## src/rtl/seq_detect_param.sv

```systemverilog
// ----------------------------------------------------------------------------
// seq_detect_param
//
// Parametrised serial pattern detector. Bits arrive MSB-first on `in`, qualified
// by `in_valid`. When the last PAT_W accepted bits equal the stored pattern, a
// one-cycle `out` pulse is produced on the edge that samples the completing bit,
// and a saturating match counter increments on that same edge. The pattern
// defaults to RST_PAT and can be replaced at run time with `pat_load`.
//
// Parameters
//   PAT_W    pattern length in bits (2..16)
//   RST_PAT  pattern after reset, MSB is the first bit received
//   CNT_W    width of the match counter
//
// Ports
//   clk        in   clock, all logic on the rising edge
//   rstn       in   asynchronous active-low reset
//   clr        in   synchronous clear of history, fill, out and match_cnt
//   pat_load   in   load pat_in as the new pattern (history restarts)
//   pat_in     in   pattern to load, MSB first-received
//   overlap    in   1 = overlapping detection, 0 = non-overlapping
//   in_valid   in   in is sampled only while high
//   in         in   serial data bit
//   out        out  registered one-cycle match pulse
//   armed      out  high once PAT_W valid bits are held (DETECT state)
//   match_cnt  out  saturating number of matches
// ----------------------------------------------------------------------------
module seq_detect_param #(
   parameter int               PAT_W   = 4,
   parameter logic [PAT_W-1:0] RST_PAT = 4'b1011,
   parameter int               CNT_W   = 8
) (
   input  logic             clk,
   input  logic             rstn,
   input  logic             clr,
   input  logic             pat_load,
   input  logic [PAT_W-1:0] pat_in,
   input  logic             overlap,
   input  logic             in_valid,
   input  logic             in,
   output logic             out,
   output logic             armed,
   output logic [CNT_W-1:0] match_cnt
);

   // fill counts 0..PAT_W inclusive, so it needs one value beyond PAT_W-1
   localparam int               FW        = $clog2(PAT_W + 1);
   localparam logic [FW-1:0]    FILL_FULL = FW'(PAT_W);
   localparam logic [CNT_W-1:0] CNT_MAX   = '1;

   typedef enum logic {
      ST_FILL,
      ST_DETECT
   } state_t;

   state_t           state_reg,  state_next;
   logic [PAT_W-1:0] pat_reg,    pat_next;
   logic [PAT_W-1:0] hist_reg,   hist_next;
   logic [FW-1:0]    fill_reg,   fill_next;
   logic             out_reg,    out_next;
   logic [CNT_W-1:0] cnt_reg,    cnt_next;

   // candidate values if the current bit is accepted
   logic [PAT_W-1:0] hist_shift;
   logic [FW-1:0]    fill_inc;
   logic             match;

   always_ff @(posedge clk or negedge rstn) begin
      if (!rstn) begin
         state_reg <= ST_FILL;
         pat_reg   <= RST_PAT;
         hist_reg  <= '0;
         fill_reg  <= '0;
         out_reg   <= 1'b0;
         cnt_reg   <= '0;
      end else begin
         state_reg <= state_next;
         pat_reg   <= pat_next;
         hist_reg  <= hist_next;
         fill_reg  <= fill_next;
         out_reg   <= out_next;
         cnt_reg   <= cnt_next;
      end
   end

   always_comb begin
      pat_next   = pat_reg;
      hist_next  = hist_reg;
      fill_next  = fill_reg;
      out_next   = 1'b0;
      cnt_next   = cnt_reg;

      hist_shift = {hist_reg[PAT_W-2:0], in};
      fill_inc   = (fill_reg == FILL_FULL) ? FILL_FULL : fill_reg + FW'(1);
      // a match needs a full window; a partial window padded with zeros must
      // not alias a pattern with leading zeros
      match      = (fill_inc == FILL_FULL) && (hist_shift == pat_reg);

      if (clr) begin
         hist_next = '0;
         fill_next = '0;
         cnt_next  = '0;
      end else if (pat_load) begin
         // the bit presented alongside a load is intentionally dropped
         pat_next  = pat_in;
         hist_next = '0;
         fill_next = '0;
      end else if (in_valid) begin
         if (match) begin
            out_next = 1'b1;
            cnt_next = (cnt_reg == CNT_MAX) ? cnt_reg : cnt_reg + CNT_W'(1);
            if (overlap) begin
               // keep the window so trailing bits can start the next match
               hist_next = hist_shift;
               fill_next = FILL_FULL;
            end else begin
               hist_next = '0;
               fill_next = '0;
            end
         end else begin
            hist_next = hist_shift;
            fill_next = fill_inc;
         end
      end

      // state is a pure function of the fill level it will hold
      state_next = (fill_next == FILL_FULL) ? ST_DETECT : ST_FILL;
   end

   assign out       = out_reg;
   assign armed     = (state_reg == ST_DETECT);
   assign match_cnt = cnt_reg;

endmodule

```

## config.mk

```make
export PLATFORM = sky130hd
export DESIGN_NAME = seq_detect_param
export DESIGN_NICKNAME = d
export VERILOG_FILES = /design/src/rtl/seq_detect_param.sv
export SDC_FILE = /design/constraint.sdc
export NUM_CORES = 1
export LEC_CHECK = 0
export CAP_MARGIN = 10
export CORE_ASPECT_RATIO = 0.9
export CORE_MARGIN = 1
export CORE_UTILIZATION = 40
export CTS_CLUSTER_SIZE = 8
export DETAILED_ROUTE_END_ITERATION = 8
export HOLD_SLACK_MARGIN = 0.03
export PLACE_DENSITY = 0.76
export SYNTH_ARGS = -nofsm -noshare
export SYNTH_HDL_FRONTEND = slang
export SYNTH_SLANG_ARGS = --single-unit
export TNS_END_PERCENT = 20
```

## constraint.sdc

```tcl
create_clock -name clk -period 2.8 [get_ports clk]
set_input_delay 0.56 -clock clk [delete_from_list [all_inputs] [get_ports clk]]
set_output_delay 0.56 -clock clk [all_outputs]
set_load 0.005 [all_outputs]
```

==> results of run 1 <==
cell usage after synthesis:
cell type   n  area share
clkbuf_1    1      0.0035
nor3_1      5       0.023
nor4b_2     1       0.014
nand4b_1    1      0.0082
and3_1      1      0.0058
and4_2      1      0.0093
nor2b_1     4       0.023
and3_2      1      0.0070
a311oi_1    1      0.0082
mux2i_1     3       0.028
a21oi_1     5       0.023
o31ai_1     3       0.021
inv_1       4       0.014
nand3_4     1       0.016
and3b_1     1      0.0082
dfstp_2     3       0.073
mux2_2      5       0.052
o21ai_0     1      0.0047
nor3b_1     1      0.0070
a211oi_1    1      0.0070
o41ai_1     1      0.0082
ha_1        3       0.035
nand3_1     1      0.0047
nand2b_1    2       0.012
or3_1       1      0.0058
nor4_4      1       0.020
or4_1       3       0.021
a41oi_1     1      0.0082
a41o_1      1      0.0093
nand2_1     4       0.014
nor2_1      6       0.021
and2_1      1      0.0058
a32o_1      4       0.037
dfrtp_1    17        0.40
xor2_1      4       0.033
buf_2       1      0.0047
nand3b_1    1      0.0070
report_power, final:
part	switching [mW]	internal, mW	leakage, nW	total [mW]
sequential	0.00776	0.304	0.266	0.311
combinational	0.0322	0.0336	0.258	0.0658
clock	0.0895	0.145	0.0279	0.234
path summary, 6_finish.rpt:
kind | startpoint | endpoint | slack, ns | cells after the start
worst max-delay path | in_valid | match_cnt[2] | 0.70 | 5
worst min-delay path | hist_reg[2] | hist_reg[2] | 0.54 | 1
worst max register to register | fill_reg[0] | match_cnt[2] | 0.73 | 7
worst min register to register | hist_reg[2] | hist_reg[2] | 0.54 | 1
max in group asynchronous | rstn | pat_reg[3] | 1.95 | 2
min in group asynchronous | rstn | match_cnt[6] | 0.58 | 2
critical path: cells and delay by family:
family	cells	cell delay [ns]
buf+inv	1	0.61
simple gates	3	1.01
compound gates	1	0.15
cell families after synthesis:
logic type               count (synthesis)
AND/OR/NAND/NOR                         37
AO/OA/AOI/OAI                           18
flip-flops                              20
adder cells (fa/ha/maj)                  3
buffers and inverters                    6
XOR/XNOR                                 4
multiplexers                             8
layout make-up:
class | count | share of cell area
inverters | 4 | 0.01098
repair buffers | 22 | 0.1574
well taps | 28 | 0.02562
multi-input cells | 70 | 0.3989
flip-flops and latches | 20 | 0.3687
clock buffers | 3 | 0.01647
clock inverters | 1 | 0.02196
metrics by stage:
| stage | worst slack (ns) | std cells | utilization | power (mW) | cell area (µm²) |
|---|---|---|---|---|---|
| 3_5_place_dp | 0.3979 | 144 | 0.5284 | 0.3837 | 1315 |
| 5_1_grt | 0.5425 | 148 | 0.5495 | 0.6426 | 1368 |
| 3_3_place_gp | 0.4198 | 144 | 0.5284 | 0.3805 | 1315 |
| 6_report | 0.7043 | 148 | 0.5495 | 0.6112 | 1368 |
| 2_1_floorplan | 0.8647 | 96 | - | 0.3528 | 1074 |
| 4_1_cts | 0.7277 | 148 | 0.5495 | 0.6230 | 1368 |
metal layers:
layer | global-route usage | wire length, µm | part of all wire | vias to the layer above
met3 | 0.05316 | 81 | 0.041 | 0
met2 | 0.2686 | 958 | 0.48 | 21
met1 | 0.1865 | 936 | 0.47 | 410
li1 | - | - | - | 408
met4 | 0.03659 | 0 | 0 | 0
met5 | 0 | 0 | 0 | -
==> run_results.csv, run 1 <==
group,metric,value,unit
clock_tree,post_cts_buffers,0,
clock_tree,cts-root-buf,"clkbuf_4",
setup_path,crit_arrival,2.33,ns
layout,area_growth,27.39,%
detailed_routing,dr.first_iter.drc_count,19,
placement,gp_congestion,0.7678,
clock_tree,htreeDepth,1,
layout,layout_commonest_cell,"clkdlybuf4s50_1",
global_route,grt_pass1_vias,802,
sta,clock.fmax,0.4772,GHz
layout,multiInputGateArea,545.5,µm²
sta,whs,0.5443,ns
clock_tree,clk_pin_slew,0.11,ns
sta,max_slew_margin,0.6390,
logic_synthesis,syn_avg_cell_area,11.18,µm²
setup_path,worstPathRequired,3.04,ns
clock_tree,postCtsResizedCells,0,
sta,setup_violations,0,
power,vdd_drop_max,401.7,µV
logic_synthesis,synth_compound_area_frac,0.1270,
global_route,grt_max_degree,21,
layout,largest_register_ffs,8,
clock_tree,clk_latency,0.30,ns
detailed_routing,drc,0,
global_route,antenna_found_initial,0,
job,cap_violations,0,
sta,fin_skew,0.002550,ns
clock_tree,ctsHoldBuffers,0,
die,fp-row-count,17,
setup_path,crit_path_end_kind,"register",
global_route,globalRouteTotalUtil,0.1553,
status,status,"finished clean",
power,power.density,447.0,mW/mm²
clock_tree,clk_path_buf_depth,2,
die,ioPinCount,21,
detailed_routing,vias_per_cell,5.669,
die,die_w,56.61,µm
logic_synthesis,synth.ff_latch_count,20,
sta,worst_pin_slew,0.5404,ns
setup_path,crit_path_start_kind,"primary input",
layout,final_cell_mix,"clkdlybuf4s50_1 (20), dfrtp_1 (17), nor2_1 (6)",
layout,drive_above_1_share,0.1583,
layout,layout.nets,135,
sta,hold_viol,0,
global_route,grt.overflow.total,0,
min_path,hp-class,"reg2reg",
setup_path,max_stage_delay,0.61,ns
logic_synthesis,seq_area_frac_synth,0.4697,
logic_synthesis,yosys.area_share.simple,0.2331,
clock_tree,cts.sink_count,20,
layout,num_antenna_cells,0,
sta,fin_crit,2.096,ns
logic_synthesis,ys_types,37,
logic_synthesis,synth_top_family_by_area,"simple AND/OR/NAND/NOR gates",
logic_synthesis,synth_mux_area_frac,0.08042,
logic_synthesis,synthXorXnorAreaFrac,0.03263,
setup_path,crit_path_top_delay_cell,"clkdlybuf4s50_1",
placement,port_buffers,20,
logic_synthesis,yosysWarnings,0,
die,core_area,0.002489,mm²
detailed_routing,routedWlPerCell,13.35,µm
power,total_leakage_power,0.5524,nW
sta,finalSetupTns,0,ns
logic_synthesis,syn_nets,110,
clock_tree,cts_tree,"built",
detailed_routing,ant_nets,0,
placement,dp_hpwl,1546,µm
logic_synthesis,syn_area,0.001074,mm²
logic_synthesis,postSynthCellCount,96,
layout,ff_latch_area,504.2,µm²
die,initial_core_util,0.4314,
die,dieArea,0.002895,mm²
detailed_routing,drt-total-wl,1976,µm
sta,final_max_slew_viol_count,0,
die,fp.dieH,51.15,µm
global_route,grt_pass1_wl,3436,µm
detailed_routing,first_pass_iters,4,
setup_path,crit_chain,"clkdlybuf4s50_1, nor4b_2, nand3_4, or4_1, a21oi_1",
sta,rsz0062_at_grt,"no",
logic_synthesis,synthAdderAreaFrac,0.03497,
setup_path,path_max_fanout,8,
clock_tree,cts_made_buffers,3,
detailed_routing,vias,839,
setup_path,crit_type,"in2reg",
sta,fin_crit_sh,0.7485,
layout,nFillCells,232,
Power figures use the tool's default switching activity.
==> run 2, diff against run 1 <==
==> constraint.sdc (replaced) <==
create_clock -name clk -period 2 [get_ports clk]
set_input_delay 0.4 -clock clk [delete_from_list [all_inputs] [get_ports clk]]
set_output_delay 0.4 -clock clk [all_outputs]
set_load 0.005 [all_outputs]
==> run_results.csv, run 2 (synthesized netlist as in run 1, its figures left out) <==
group,metric,value,unit
placement,pre_cts_slack,-0.1825,ns
layout,final_cell_mix,"clkdlybuf4s50_1 (20), dfrtp_1 (17), buf_4 (14)",
job,cap_violations,0,
layout,final_util,0.5933,
die,initial_core_util,0.4314,
clock_tree,ctsHoldBuffers,0,
power,total_leakage_power,0.6147,nW
sta,whs,0.4184,ns
detailed_routing,vias_per_cell,5.675,
setup_path,crit_chain,"inv_1, ha_1, and3b_1, nor4b_2, buf_4, nand3_4, or4_4, a21oi_1",
placement,dp_hpwl,1766,µm
power,p_clk_frac,0.378,
setup_path,crit_arrival,2.25,ns
global_route,grt_max_degree,21,
sta,max_slew_margin,0.7532,
layout,num_antenna_cells,0,
setup_path,crit_path_start_kind,"register",
clock_tree,clk_latency,0.30,ns
die,dieArea,0.002895,mm²
detailed_routing,drc,0,
sta,fin_crit,2.017,ns
power,power.density,584.7,mW/mm²
power,swShare,0.2105,
die,die_w,56.61,µm
detailed_routing,first_pass_iters,4,
global_route,grt_pass1_wl,3864,µm
power,power_frac_seq,0.504,
clock_tree,htreeDepth,1,
die,fp.dieH,51.15,µm
setup_path,max_stage_delay,0.49,ns
sta,fin_crit_sh,1.009,
clock_tree,cts.sink_count,20,
status,violations,"negative setup slack",
layout,largest_register_ffs,8,
power,vdd_drop_max,487.0,µV
power,p_int,0.6816,mW
setup_path,crit_family,"simple AND/OR/NAND/NOR gates",
layout,area_growth,37.53,%
detailed_routing,ant_nets,0,
power,power.total,0.8633,mW
layout,layout.nets,147,
global_route,grt.overflow.total,0,
clock_tree,clk_pin_slew,0.11,ns
setup_path,cp_num_buf_inv,2,
power,combPwrFrac,0.118,
sta,rsz0062_at_grt,"yes",
setup_path,crit_path_top_delay_cell,"or4_4",
layout,drive_above_1_share,0.2652,
sta,worst_slack,-0.01729,ns
global_route,antenna_found_initial,0,
global_route,globalRouteTotalUtil,0.1716,
clock_tree,clk_path_buf_depth,2,
global_route,grt_pass1_vias,927,
setup_path,crit_type,"reg2reg",
sta,final_max_slew_viol_count,0,
power,power_switching,0.1817,mW
clock_tree,cts_made_buffers,3,
setup_path,crit_path_end_kind,"register",
detailed_routing,dr.first_iter.drc_count,25,
clock_tree,cts_tree,"built",
clock_tree,cts-root-buf,"clkbuf_4",
die,fp-row-count,17,
sta,worst_pin_slew,0.3694,ns
detailed_routing,routedWlPerCell,14.03,µm
die,ioPinCount,21,
sta,setup_violations,2,
sta,fin_skew,0.003273,ns
placement,gp_congestion,0.7991,
sta,hold_viol,0,
layout,fin_cells,160,
setup_path,worstPathRequired,2.23,ns
die,core_area,0.002489,mm²
status,status,"complete, but fails checks",
detailed_routing,vias,908,
setup_path,path_max_fanout,6,
min_path,hp-class,"in2async",
placement,placed_cells,156,
layout,layout_commonest_cell,"clkdlybuf4s50_1",
detailed_routing,drt-total-wl,2245,µm
clock_tree,post_cts_buffers,0,
sta,clock.fmax,0.4957,GHz
placement,port_buffers,20,
-- run 2: path summary, 6_finish.rpt --
| check | start | to | slack, ns | cells after the start |
|---|---|---|---|---|
| worst max register to register | fill_reg[0] | match_cnt[3] | -0.02 | 8 |
| max in group asynchronous | rstn | pat_reg[0] | 1.31 | 2 |
| worst min-delay path | rstn | match_cnt[6] | 0.42 | 2 |
| worst min register to register | hist_reg[2] | hist_reg[2] | 0.54 | 1 |
| worst max-delay path | fill_reg[0] | match_cnt[3] | -0.02 | 8 |
| min in group clk | hist_reg[2] | hist_reg[2] | 0.54 | 1 |
-- run 2: timing repair --
action | CTS | global route
gates resized for setup | 1 | 3
setup endpoints to repair | 2 | 7
endpoints found under the hold margin | 0 | 0
cloned | 0 | 0
pin swaps | 1 | 2
-- run 2: layout make-up --
| cell class | count | area (µm²) |
|---|---|---|
| Timing Repair Buffer | 34 | 305.3 |
| Clock inverter | 1 | 30.03 |
| Multi-Input combinational cell | 70 | 564.3 |
| Fill cell | 206 | 1012 |
| Inverter | 4 | 15.01 |
| Clock buffer | 3 | 22.52 |
| Tap cell | 28 | 35.03 |
| Sequential cell | 20 | 504.2 |
-- run 2: metal layers --
layer | vias up | global-route usage | routed length, µm
met5 | - | 0 | 0
met4 | 0 | 0.03659 | 10
met3 | 2 | 0.03797 | 79
met2 | 16 | 0.3510 | 1219
met1 | 460 | 0.1763 | 935
li1 | 430 | - | -
-- run 2: worst register-to-register path, delay by kind of cell, from the launching register on --
family                   cells  cell delay [ns]
buffers and inverters        2             0.23
adder cells (fa/ha/maj)      1             0.15
AO/OA/AOI/OAI                1             0.15
flip-flops                   1             0.41
AND/OR/NAND/NOR              4             1.00
-- run 2: stage by stage --
step | instance area, µm² | setup TNS [ns]
floorplan | 1074 | 0
global placement | 1405 | -0.2413
detailed placement | 1405 | -0.9616
CTS | 1461 | -0.07272
global route | 1476 | -0.5328
finish | 1476 | -0.01769
-- run 2: power by group through the flow --
stage	Sequential [mW]	Combinational (mW)	Clock, mW
after global placement	0.443	0.0984	0
after CTS	0.435	0.103	0.332
after floorplan	0.441	0.0533	0
after detailed placement	0.443	0.103	0
final	0.435	0.102	0.326
after global routing	0.437	0.113	0.354
==> run 3, diff against run 2 <==
--- a/config.mk
+++ b/config.mk
@@ -16,4 +16,3 @@
 export SYNTH_ARGS = -nofsm -noshare
 export SYNTH_HDL_FRONTEND = slang
 export SYNTH_SLANG_ARGS = --single-unit
-export TNS_END_PERCENT = 20
==> run_results.csv, run 3 (synthesized netlist as in run 1, its figures left out) <==
group,metric,value,unit
detailed_routing,first_pass_iters,4,
clock_tree,htreeDepth,1,
detailed_routing,dr.first_iter.drc_count,19,
status,violations,"negative setup slack",
placement,gp_congestion,0.7991,
layout,layout.nets,149,
layout,num_antenna_cells,0,
placement,dp_hpwl,1766,µm
die,initial_core_util,0.4314,
setup_path,crit_path_end_kind,"register",
sta,final_max_slew_viol_count,0,
power,total_leakage_power,0.6231,nW
die,core_area,0.002489,mm²
setup_path,crit_type,"reg2reg",
status,status,"complete, but fails checks",
detailed_routing,drc,0,
sta,rsz0062_at_grt,"yes",
sta,worst_slack,-0.03025,ns
die,die_w,56.61,µm
sta,whs,0.4150,ns
clock_tree,clk_pin_slew,0.12,ns
die,fp.dieH,51.15,µm
setup_path,reg2reg_depth,8,
clock_tree,cts-root-buf,"clkbuf_4",
global_route,grt.overflow.total,0,
detailed_routing,vias,929,
global_route,grt_pass1_vias,931,
sta,clock.fmax,0.4926,GHz
global_route,globalRouteTotalUtil,0.1721,
layout,final_cell_mix,"clkdlybuf4s50_1 (20), dfrtp_1 (17), buf_4 (15)",
setup_path,crit_arrival,2.27,ns
placement,port_buffers,20,
sta,fin_skew,0.005273,ns
detailed_routing,ant_nets,0,
setup_path,path_max_fanout,6,
sta,hold_viol,0,
global_route,grt_max_degree,21,
sta,fin_crit,2.030,ns
clock_tree,cts.sink_count,20,
clock_tree,clk_path_buf_depth,2,
detailed_routing,routedWlPerCell,14.10,µm
setup_path,reg2reg_from,"fill_reg[0]",
clock_tree,clk_latency,0.30,ns
setup_path,crit_path_start_kind,"register",
sta,worst_pin_slew,0.3680,ns
min_path,hp-class,"in2async",
layout,area_growth,41.14,%
setup_path,rr_endpoint,"match_cnt[3]",
clock_tree,cts_made_buffers,3,
sta,finalSetupTns,-0.03970,ns
layout,drive_above_1_share,0.2985,
job,cap_violations,0,
setup_path,worstPathRequired,2.24,ns
setup_path,r2r_slack,-0.03,ns
global_route,antenna_found_initial,0,
sta,max_slew_margin,0.7542,
die,dieArea,0.002895,mm²
clock_tree,cts_tree,"built",
layout,final_util,0.6088,
sta,setup_violations,2,
die,fp-row-count,17,
power,vdd_drop_max,490.3,µV
detailed_routing,drt-total-wl,2284,µm
die,ioPinCount,21,
layout,largest_register_ffs,8,
sta,fin_crit_sh,1.015,
detailed_routing,vias_per_cell,5.735,
global_route,grt_pass1_wl,3877,µm
layout,layout_commonest_cell,"clkdlybuf4s50_1",
power,power.density,573.2,mW/mm²
layout,nFillCells,205,
run 3: changes by cell type in the layout (fill, tap and decap cells not counted):
cell and delta:
buf_4 +1, o41ai_2 -1, a21oi_1 -1, a21oi_2 +1, ha_2 +2, buf_6 +1
ha_1 -2, o41ai_4 +1
run 3: through the flow:
step,worst slack (ns),std cells,power [mW],area [µm²]
2_1_floorplan,0.06471,96,0.4939,1074
3_3_place_gp,-0.09291,156,0.5412,1405
3_5_place_dp,-0.1825,156,0.5455,1405
4_1_cts,-0.04150,161,0.8697,1469
5_1_grt,-0.1556,162,0.9060,1515
6_report,-0.03025,162,0.8685,1515
run 3: area by class of cell:
| type | count | area, µm² | area share |
|---|---|---|---|
| clock buffer | 3 | 22.52 | 0.01486 |
| clock inverter | 1 | 30.03 | 0.01982 |
| inverter | 4 | 15.01 | 0.009909 |
| multi-input combinational | 70 | 584.3 | 0.3856 |
| sequential | 20 | 504.2 | 0.3328 |
| tap | 28 | 35.03 | 0.02312 |
| timing repair buffer | 36 | 324.1 | 0.2139 |
run 3: where the power goes:
| group | total, mW | switching, mW | internal (mW) |
|---|---|---|---|
| combinational | 0.104 | 0.0488 | 0.0557 |
| clock | 0.329 | 0.126 | 0.202 |
| sequential | 0.435 | 0.0100 | 0.425 |
| total | 0.868 | 0.185 | 0.683 |
run 3: how the worst max path moves through the flow:
stage          depth (start not counted)  slack [ns]            to        start
4_1_cts                                8       -0.04  match_cnt[3]  fill_reg[0]
5_1_grt                                8       -0.16  match_cnt[3]  fill_reg[0]
6_report                               8       -0.03  match_cnt[3]  fill_reg[0]
2_1_floorplan                          6        0.06  match_cnt[2]  fill_reg[0]
3_3_place_gp                           6       -0.09  match_cnt[2]           in
3_5_place_dp                           6       -0.18  match_cnt[3]           in
run 3: repair_timing:
item                                    4_1_cts  5_1_grt
gates resized for setup                       1        8
pin swaps                                     1        3
buffers inserted                              1        1
hold buffers                                  0        0
endpoints found under the setup margin        2        7
run 3: worst max-delay path, stage by stage (launching register included):
cell     delay, ns
dfrtp_1       0.41
inv_1         0.07
ha_2          0.16
and3b_1       0.19
nor4b_2       0.22
buf_4         0.16
nand3_4       0.10
or4_4         0.51
a21oi_2       0.14
run 3: layer usage:
metal  global-route usage  part of all wire
met4              0.03659            0.0044
met1               0.1763              0.41
met5                    0                 0
met3              0.03797             0.042
met2               0.3529              0.54
